## config.mk

```make
export PLATFORM = sky130hd
export DESIGN_NAME = alu_result_stage
export DESIGN_NICKNAME = d
export VERILOG_FILES = /design/src/rtl/alu_pkg.sv /design/src/rtl/alu_flag_calc.sv /design/src/rtl/alu_result_stage.sv
export SDC_FILE = /design/constraint.sdc
export NUM_CORES = 1
export LEC_CHECK = 0
export ABC_AREA = 0
export BUFFER_PORTS_ARGS = -buffer_cell sky130_fd_sc_hd__buf_2
export CAP_MARGIN = 20
export CORE_UTILIZATION = 35
export CTS_CLUSTER_SIZE = 16
export DETAILED_ROUTE_END_ITERATION = 10
export PLACE_DENSITY = 0.66
export SLEW_MARGIN = 30
export SYNTH_ARGS = -nofsm -noshare
export SYNTH_HDL_FRONTEND = slang
export SYNTH_SLANG_ARGS = --single-unit
export TNS_END_PERCENT = 5
```

## constraint.sdc

```tcl
create_clock -name clk -period 1.65 [get_ports clk]
set_clock_uncertainty 0.1 [all_clocks]
set_input_delay 0.2475 -clock clk [delete_from_list [all_inputs] [get_ports clk]]
set_output_delay 0.2475 -clock clk [all_outputs]
set_load 0.05 [all_outputs]
```

## src/rtl/alu_pkg.sv

```systemverilog
// Shared definitions for the ALU result stage: NZCV bit positions,
// occupancy encoding and a flag-packing helper.
package alu_pkg;

  localparam int FLAG_N = 3;
  localparam int FLAG_Z = 2;
  localparam int FLAG_C = 1;
  localparam int FLAG_V = 0;

  localparam logic [1:0] EMPTY = 2'd0;
  localparam logic [1:0] ONE   = 2'd1;
  localparam logic [1:0] FULL  = 2'd2;

  function automatic logic [3:0] make_flags(input logic n, input logic z,
                                            input logic c, input logic v);
    logic [3:0] f;
    f         = '0;
    f[FLAG_N] = n;
    f[FLAG_Z] = z;
    f[FLAG_C] = c;
    f[FLAG_V] = v;
    return f;
  endfunction

endpackage

```

## src/rtl/alu_flag_calc.sv

```systemverilog
// Combinational NZCV derivation for one ALU result.
module alu_flag_calc
  import alu_pkg::*;
#(
  parameter int WIDTH = 32
) (
  input  logic [WIDTH-1:0] result,
  input  logic             carry,
  input  logic             overflow,
  output logic [3:0]       flags
);

  assign flags = make_flags(result[WIDTH-1], (result == '0), carry, overflow);

endmodule

```

## src/rtl/alu_result_stage.sv

```systemverilog
// Registered ALU output stage: two-entry skid buffer with per-entry NZCV
// flags and the architectural flag register updated on hand-off.
module alu_result_stage
  import alu_pkg::*;
#(
  parameter int WIDTH = 32,
  parameter int RD_W  = 4
) (
  input  logic             clk,
  input  logic             rst_n,
  input  logic             in_valid,
  output logic             in_ready,
  input  logic [WIDTH-1:0] in_result,
  input  logic             in_carry,
  input  logic             in_overflow,
  input  logic             in_set_flags,
  input  logic [RD_W-1:0]  in_rd,
  output logic             out_valid,
  input  logic             out_ready,
  output logic [WIDTH-1:0] out_result,
  output logic [RD_W-1:0]  out_rd,
  output logic [3:0]       out_flags,
  output logic [3:0]       cpsr_flags
);

  typedef struct packed {
    logic             set_flags;
    logic [RD_W-1:0]  rd;
    logic [3:0]       flags;
    logic [WIDTH-1:0] result;
  } entry_t;

  entry_t     head_q, skid_q, new_entry;
  logic [1:0] state_q, state_d;
  logic [3:0] in_flags;
  logic       accept, pop;

  alu_flag_calc #(.WIDTH(WIDTH)) u_flag_calc (
    .result   (in_result),
    .carry    (in_carry),
    .overflow (in_overflow),
    .flags    (in_flags)
  );

  assign new_entry = '{set_flags: in_set_flags, rd: in_rd,
                       flags: in_flags, result: in_result};

  assign accept     = in_valid & in_ready;
  assign pop        = out_valid & out_ready;
  assign out_valid  = (state_q != EMPTY);
  assign out_result = head_q.result;
  assign out_rd     = head_q.rd;
  assign out_flags  = head_q.flags;

  always_comb begin
    state_d = state_q;
    case (state_q)
      EMPTY: if (accept) state_d = ONE;
      ONE: begin
        if (accept && !pop)      state_d = FULL;
        else if (!accept && pop) state_d = EMPTY;
      end
      FULL:    if (pop) state_d = ONE;
      default: state_d = EMPTY;
    endcase
  end

  // in_ready is registered from the next state, so out_ready never reaches it combinationally
  always_ff @(posedge clk or negedge rst_n) begin
    if (!rst_n) begin
      state_q    <= EMPTY;
      in_ready   <= 1'b1;
      head_q     <= '0;
      skid_q     <= '0;
      cpsr_flags <= '0;
    end else begin
      state_q  <= state_d;
      in_ready <= (state_d != FULL);
      if (pop && head_q.set_flags) cpsr_flags <= head_q.flags;
      case (state_q)
        EMPTY: if (accept) head_q <= new_entry;
        ONE: begin
          if (accept && pop) head_q <= new_entry;
          else if (accept)   skid_q <= new_entry;
        end
        FULL:    if (pop) head_q <= skid_q;
        default: ;
      endcase
    end
  end

endmodule

```

Yosys cells after proc, flatten, opt, wreduce, memory -nomap -nowiden
Cells that the tools add are included.
{"block": "classes", "n_eq_ne": 6, "muxes": 9, "bitwise": 3, "n_reduce_logical": 12}
{"cell": "two-way mux 41 bit", "n": 3}
{"cell": "one-hot mux 41 bit (3 select lines)", "n": 1}
{"cell": "zero test 32 bit", "n": 1}
{"cell": "two-way mux 2 bit", "n": 4}
{"cell": "inequality test 2 bit, second input constant", "n": 4}
{"cell": "one-hot mux 2 bit (3 select lines)", "n": 1}
{"cell": "logical AND 1 bit", "n": 4}
{"cell": "AND reduction 4 bit", "n": 1}
{"cell": "AND reduction 3 bit", "n": 1}
{"cell": "nonzero test 3 bit", "n": 1}
{"cell": "bitwise AND 1 bit", "n": 2}
{"cell": "equality test 2 x 1 -> 1 bit, second input constant", "n": 1}
{"cell": "equality test 2 bit, second input constant", "n": 1}
{"cell": "zero test 1 bit", "n": 2}
{"cell": "zero test 2 bit", "n": 1}
{"cell": "nonzero test 2 bit", "n": 1}
{"cell": "NOT 1 bit", "n": 1}
{"block": "totals", "reg_bits": 89, "output_inout_bits": 46}

Logic depth before layout (Yosys ltp)
Gate-level depths: netlist of run 1.
{"block": "depth", "depth_word": 7, "ltp_mapped": 6, "mapped_depth_nobuf": 4}

Modules after synthesis
A second synthesis of run 1 with hierarchy kept.
{"block": "hier_totals", "hier_cells": 307, "area_unflattened_um2": 4224.1}
{"module": "alu_result_stage", "n_inst": 1, "cells_per_inst": 293, "area_per_inst_um2": 4129.0, "seq_area_each_um2": 2228.4}
{"module": "alu_flag_calc", "n_inst": 1, "cells_per_inst": 14, "area_per_inst_um2": 95.1, "seq_area_each_um2": 0.0}

Worst setup path before layout of run 1
OpenSTA, ideal clock, no wires.
{"block": "synth_path", "path_kind": "register to register", "from": "register in_ready", "to": "register skid_q[26] (netlist bit)", "arrival_time_ns": 1.619, "path_slack_ns": -0.194, "stages_incl_launch_ff": 6, "path_buffers": 2, "cell_sequence": "dfstp_2 -> nand3b_4 -> nor2_2 -> buf_6 -> buf_6 -> mux2_2"}
{"block": "synth_between", "elab_chain_cells": 4}
{"item": "start, declared", "line_no": "alu_result_stage.sv:12", "rtl": "output logic in_ready,"}
{"item": "start signal, assigned", "line_no": "alu_result_stage.sv:78", "rtl": "in_ready <= (state_d != FULL);"}
{"item": "bitwise AND 1 bit (*)", "line_no": "alu_result_stage.sv:48", "rtl": "assign accept = in_valid & in_ready;"}
{"item": "logical AND 1 bit", "line_no": "alu_result_stage.sv:83", "rtl": "if (accept && pop) head_q <= new_entry;"}
{"item": "NOT 1 bit (no source line)"}
{"item": "AND reduction 3 bit (no source line) (*)"}
{"item": "end signal, assigned", "line_no": "alu_result_stage.sv:84", "rtl": "else if (accept) skid_q <= new_entry;"}
{"item": "end, declared", "line_no": "alu_result_stage.sv:33", "rtl": "entry_t head_q, skid_q, new_entry;"}
Mark *: on every way between the ends. The rest lies on a longest branch, timed or not.
A chain may end at the register's enable or synchronous reset.

Worst setup path after layout of run 1
{"block": "layout_path", "from": "register in_ready", "to": "register head_q (netlist bit out_result[15])"}
{"block": "layout_between", "elab_chain_cells": 4, "word_cells_on_any_way": 5, "classes_between": "2 x eq/ne; 1 x bitwise; 2 x reduce/logical"}
{"item": "bitwise AND 1 bit (*)", "line_no": "alu_result_stage.sv:48"}
{"item": "logical AND 1 bit", "line_no": "alu_result_stage.sv:83"}
{"item": "inequality test 2 bit (no source line)"}
{"item": "AND reduction 4 bit (no source line) (*)"}
{"item": "end signal, assigned", "line_no": "alu_result_stage.sv:81", "rtl": "EMPTY: if (accept) head_q <= new_entry;"}
{"item": "end signal, assigned", "line_no": "alu_result_stage.sv:83"}
{"item": "end signal, assigned", "line_no": "alu_result_stage.sv:86", "rtl": "FULL: if (pop) head_q <= skid_q;"}
{"item": "end, declared", "line_no": "alu_result_stage.sv:33"}
Marks and branches as above.

==> summary.txt, run 1 <==
synth warn: 0
Max FO, Critical Path: 6
Setup crit start kind: register
Residual DRC: 0
min Tclk post-route: 1.69 ns
Post-DRT Antenna Nets: 0
register area share after synthesis: 0.544
grt total ovfl: 0
Vias/cell: 4.96
Crit path buffers/inverters: 2
Syn-to-layout area delta: 23.4%
adder-cell share of the synthesized area: 0
TritonRoute pass-1 iters: 4
largest net degree at the start of global routing: 31
sw frac: 0.437
internal power: 6.28 mW
Chip Height: 109 µm
Clock Path Buffers: 2
post-synthesis compound-gate area fraction: 0.0784
core area: 0.0110 mm²
row count: 38
clk sink count: 87
status: finished with violations
DIE AREA: 0.0119 mm²
Starting DRT DRC Count: 147
Final Non-Filler Cells: 589
post-synthesis xor/xnor area fraction: 0
Mean Syn Cell Area: 10.5 µm²
Post-Place Cell Area: 0.00447 mm²
RSZ-0062 raised after global routing: yes
final core occ: 0.450
Worst R2R Setup Slack: -0.04 ns
gr usage total: 0.167
Worst-path clk slew: 0.07 ns
failing checks: negative setup slack
fin crit share: 1.03
critical path arrival: 1.85 ns
wire per inst: 16.4 µm
first-pass GRT wire length: 14,600 µm
Seq pwr share: 0.340
Mapped Nets: 424
GPL Wtd Cong: 0.700
wirelength, routed: 9640 µm
Slew Limit Fails: 0
clock power share: 0.186
# IOs: 89
Worst EP required: 1.81 ns
Critical Path Max Stage Delay: 0.57 ns
pwr dens: 2260 mW/mm²
Synth Area in Simple Gates: 0.149
mux contribution to synthesized area: 0.124
Port Buffers: 88
CTS tree: done
initial antenna violation count: 1
final setup vio count: 32
Synth Flop Type: dfrtp_1
# H-tree levels: 3
Final WS setup: -0.0433 ns
CP Cell Sequence: nand3b_4 > o221ai_4 > buf_4 > buf_4 > nor2_1 > a31oi_1
n_diodes: 0
crit end category: register
leakage power figure: 2.21 nW
top cell type's share of synthesized area: 0.537
routed vias: 2,922
vias in the first global route: 2,797
largest cells by area after synthesis: dfrtp_1 54%, mux2_2 12%, buf_4 7.9%, nand2_1 7.7%, a31oi_1 6.1%
Gate power share: 0.474
Root Buffer: clkbuf_16
synthesized flop and latch total: 87
Synth area leader: dfrtp_1
highest clock rate: 591 MHz
crit path kind: register to register
largest family of logic cells by synthesized area: simple AND/OR/NAND/NOR gates
Post-Place Cells: 564
worst-skew pair later-pin latency: 0.34 ns
Synth Cell Area: 0.00401 mm²
dpl hpwl: 6410 µm
switching power: 4.87 mW
delay-heaviest family, CP: flip-flops
Post-synth EDFFs: 0
Final #Nets: 487
worst-margin pin slew: 0.432 ns
Initial Util: 0.365
Die W: 109 µm
Worst VDD drop: 998 µV
Fin. Hold Viols: 0
cells after synthesis: 381
Slew HR: 0.712
number of CTS-inserted buffers: 9
CP max-delay cell: dfstp_2
Hold WC Path Type: input pin to register
Unique masters post-synth: 28
most frequent CP cell: buf_4
layout cells sized above 1: 0.419
number of max-cap violations: 0
setup TNS: -0.432 ns
post-route cell area: 0.00495 mm²
Synth async-reset ratio: 1.00
## cell families (layout without fill, tap and decap cells)
family | count (synthesis) | count (layout)
buffers and inverters | 62 | 130
muxes | 44 | 44
and+or+nand+nor | 142 | 142
DFF | 87 | 87
AOI/OAI and AO/OA | 46 | 46
## flip-flops by register name, indices dropped and copies added, names as in the netlist
name        flops
out_rd          4
out_flags       4
in_ready        1
state_q         2
out_result     31
cpsr_flags      4
head_q          1
skid_q         40
## final cells by class
cell class	instances	area [µm²]
fillers	1048	6040
flip-flops and latches	87	2180
multi-input cells	232	1490
repair buffers	114	798
clock buffers	10	239
well taps	140	175
clock inverters	6	67.6
## metal layers
layer  wire length, µm  vias to the layer above  GRT usage
met4                78                        0     0.0830
li1                  -                     1391          -
met5                 0                        -          0
met3               582                        6     0.0317
met2              4780                       83      0.265
met1              4210                     1442      0.216
## Yosys cell counts, types with 2 or more instances
| cell type | n |
|---|---|
| nand2_1 | 82 |
| buf_4 | 42 |
| clkbuf_1 | 5 |
| nand4_1 | 2 |
| nor4_1 | 8 |
| nor2_1 | 40 |
| buf_6 | 2 |
| mux2_2 | 44 |
| dfrtp_1 | 86 |
| a31oi_1 | 39 |
| buf_2 | 13 |
| nand2b_1 | 2 |
## power groups by stage
stage               Clock, mW  Sequential, mW  Combinational (mW)
global placement            0            3.75                4.89
detailed placement          0            3.81                4.98
finish                   2.08            3.79                5.29
CTS                      2.13            3.78                5.02
floorplan                   0            3.85                4.30
global route             2.25            3.93                5.65
## worst reg2reg max path, delay by kind of cell, from the launching register on
| kind | cells | cell delay [ns] |
|---|---|---|
| flops | 1 | 0.57 |
| buf+inv | 2 | 0.34 |
| simple gates | 2 | 0.18 |
| compound gates | 2 | 0.43 |
## cells in the final DEF (no fill, tap or decap), types with 8 or more instances in the layout
cell / instances
a31oi_1: 38
nor4_1: 8
mux2_4: 10
buf_2: 86
mux2_2: 34
dfrtp_1: 84
clkbuf_16: 12
buf_4: 13
nand2_1: 82
nor2_1: 36
## timing repair
action                                  4_1_cts  5_1_grt
gates cloned                                  0        3
pin swaps                                     0        2
resized for setup                             2       12
hold buffers                                  1        0
setup buffers                                 1        4
hold endpoints to repair                     28        0
endpoints found under the setup margin        3       81
## stage by stage
| step | total power [mW] | hold WS (ns) | setup WS (ns) |
|---|---|---|---|
| 3_5_place_dp | 8.79 | 0.115 | -0.0219 |
| 6_report | 11.2 | 0.0407 | -0.0433 |
| 3_3_place_gp | 8.64 | 0.116 | -0.0134 |
| 5_1_grt | 11.8 | 0.0450 | -0.114 |
| 2_1_floorplan | 8.15 | -0.148 | -0.127 |
| 4_1_cts | 10.9 | 0.0353 | -0.00636 |
## worst paths after layout
path | startpoint | end | cells after the start
worst min register to register | cpsr_flags[1] | cpsr_flags[1] | 1
worst max register to register | in_ready | out_result[15] | 6
max in group asynchronous | rst_n | in_ready | 3
min in group asynchronous | rst_n | skid_q[39] | 2
worst max-delay path | in_ready | out_result[15] | 6
worst min-delay path | out_ready | state_q[1] | 2
Note: power is estimated with default switching activity, not from simulation.
==> run 2: changes to the inputs <==
--- a/config.mk
+++ b/config.mk
@@ -12,6 +12,7 @@
 export CTS_CLUSTER_SIZE = 16
 export DETAILED_ROUTE_END_ITERATION = 10
 export PLACE_DENSITY = 0.66
+export SKIP_CTS_REPAIR_TIMING = 1
 export SLEW_MARGIN = 30
 export SYNTH_ARGS = -nofsm -noshare
 export SYNTH_HDL_FRONTEND = slang
==> run 2 against run 1 <==
Effect of this change: the flow still finishes with violations (negative setup slack); total power shrank 0.22%; routed wire length grew 0.29%; sequential power is essentially flat; clock-buffer cell count is the same; global-route usage is essentially flat; critical path type unchanged; largest cell class unchanged; largest power group unchanged.
==> summary.txt, run 2 (same netlist as run 1, synthesis figures left out) <==
Final WS setup: -0.0484 ns (was -0.0433 ns)
Chip Height: 109 µm (unchanged)
worst-margin pin slew: 0.432 ns (about the same)
Fin. Hold Viols: 0 (unchanged)
switching power: 4.88 mW (was 4.87 mW)
largest net degree at the start of global routing: 31 (unchanged)
Worst VDD drop: 998 µV (about the same)
wire per inst: 16.4 µm (about the same)
status: finished with violations (unchanged)
Max FO, Critical Path: 6 (unchanged)
Critical Path Max Stage Delay: 0.57 ns (about the same)
Initial Util: 0.365 (unchanged)
CP Cell Sequence: nand3b_4 > o221ai_4 > buf_4 > buf_4 > nor2_1 > a31oi_1 (unchanged)
worst-skew pair later-pin latency: 0.34 ns (about the same)
dpl hpwl: 6410 µm (unchanged)
Residual DRC: 0 (unchanged)
Syn-to-layout area delta: 23.0% (was 23.4%)
DIE AREA: 0.0119 mm² (unchanged)
Hold WC Path Type: input pin to register (unchanged)
pre-CTS WS: -0.0219 ns (unchanged)
gr usage total: 0.167 (about the same)
min Tclk post-route: 1.70 ns (was 1.69 ns)
Worst-path clk slew: 0.07 ns (about the same)
crit end category: register (unchanged)
Slew HR: 0.712 (about the same)
first-pass GRT wire length: 14,600 µm (about the same)
hold slack final: 0.0456 ns (was 0.0407 ns)
reg-to-reg critical path startpoint: in_ready (unchanged)
layout cells sized above 1: 0.413 (was 0.419)
RSZ-0062 raised after global routing: yes (unchanged)
Worst R2R Setup Slack: -0.05 ns (was -0.04 ns)
# H-tree levels: 3 (unchanged)
number of CTS-inserted buffers: 9 (unchanged)
pwr dens: 2260 mW/mm² (about the same)
fin crit share: 1.03 (about the same)
Setup crit start kind: register (unchanged)
vias in the first global route: 2,795 (was 2,797)
clk sink count: 87 (unchanged)
n_diodes: 0 (unchanged)
delay-heaviest family, CP: flip-flops (unchanged)
row count: 38 (unchanged)
Starting DRT DRC Count: 148 (was 147)
most frequent CP cell: buf_4 (unchanged)
Slew Limit Fails: 0 (unchanged)
Seq pwr share: 0.340 (about the same)
routed vias: 2,917 (was 2,922)
grt total ovfl: 0 (unchanged)
CTS tree: done (unchanged)
# IOs: 89 (unchanged)
Final #Nets: 486 (was 487)
Worst EP required: 1.81 ns (about the same)
critical path arrival: 1.86 ns (was 1.85 ns)
crit path kind: register to register (unchanged)
wirelength, routed: 9670 µm (was 9640 µm)
initial antenna violation count: 1 (unchanged)
leakage power figure: 2.21 nW (about the same)
internal power: 6.26 mW (was 6.28 mW)
highest clock rate: 589 MHz (was 591 MHz)
max reg flops: 40 (unchanged)
number of max-cap violations: 0 (unchanged)
largest register by flop count: skid_q (unchanged)
final core occ: 0.449 (was 0.450)
Gate power share: 0.473 (was 0.474)
clock power share: 0.187 (was 0.186)
GPL Wtd Cong: 0.700 (unchanged)
Crit path buffers/inverters: 2 (unchanged)
Root Buffer: clkbuf_16 (unchanged)
failing checks: negative setup slack (unchanged)
hold path depth: 2 (unchanged)
Min-Delay Endpoint: state_q[1] (unchanged)
min-delay src: out_ready (unchanged)
Die W: 109 µm (unchanged)
Critical R2R Capture: out_result[15] (unchanged)
commonest non-fill, non-tap cell in the layout: buf_2 (unchanged)
TritonRoute pass-1 iters: 4 (unchanged)
CP max-delay cell: dfstp_2 (unchanged)
sw frac: 0.438 (was 0.437)
Worst Reg-to-Reg Cells: 6 (unchanged)
Clock Path Buffers: 2 (unchanged)
Port Buffers: 88 (unchanged)
final setup vio count: 40 (was 32)
Vias/cell: 4.96 (about the same)
Post-DRT Antenna Nets: 0 (unchanged)
most frequent cells in the layout: 87 x buf_2, 86 x dfrtp_1, 82 x nand2_1 (was 86 x buf_2, 84 x dfrtp_1, 82 x nand2_1)
core area: 0.0110 mm² (unchanged)
## run 2: how the worst max path moves through the flow
stage / start / end / slack [ns] / cells after the start
after floorplan: in_ready / skid_q[26] / -0.13 / 5
after global placement: in_result[7] / out_flags[2] / -0.01 / 6
after detailed placement: in_result[7] / out_flags[2] / -0.02 / 6
after CTS: state_q[1] / out_valid / -0.04 / 2
after global routing: in_ready / out_result[15] / -0.12 / 6
final: in_ready / out_result[15] / -0.05 / 6
## run 2: power by group through the flow
| stage | combinational [mW] | clock (mW) | sequential [mW] |
|---|---|---|---|
| 5_1_grt | 5.62 | 2.24 | 3.93 |
| 4_1_cts | 4.99 | 2.13 | 3.78 |
| 2_1_floorplan | 4.30 | 0 | 3.85 |
| 6_report | 5.27 | 2.08 | 3.79 |
| 3_3_place_gp | 4.89 | 0 | 3.75 |
| 3_5_place_dp | 4.98 | 0 | 3.81 |
## run 2: layer usage
layer / global-route usage / vias to the layer above / routed length (µm)
met1: 0.217 / 1455 / 4410
li1: - / 1392 / -
met2: 0.265 / 64 / 4770
met4: 0.0830 / 0 / 75
met5: 0 / - / 0
met3: 0.0317 / 6 / 413
## run 2: through the flow
stage	power (mW)	TNS [ns]	cell area, µm²	std cells
after CTS	10.9	-0.0531	4780	580
after global placement	8.64	-0.0134	4470	564
final	11.1	-0.644	4930	588
after global routing	11.8	-4.91	4930	588
after detailed placement	8.79	-0.0368	4470	564
after floorplan	8.15	-5.07	4050	381
## run 2: worst reg2reg max path: stages (launching register included)
cell	delay [ns]
dfstp_2	0.57
nand3b_4	0.13
o221ai_4	0.29
buf_4	0.19
buf_4	0.14
nor2_1	0.05
a31oi_1	0.14
## run 2: cell type report
| type | instances | area, µm² |
|---|---|---|
| Clock buffer | 10 | 239 |
| Sequential cell | 87 | 2180 |
| Tap cell | 140 | 175 |
| Fill cell | 1047 | 6050 |
| Multi-Input combinational cell | 232 | 1490 |
| Clock inverter | 6 | 67.6 |
| Timing Repair Buffer | 113 | 785 |
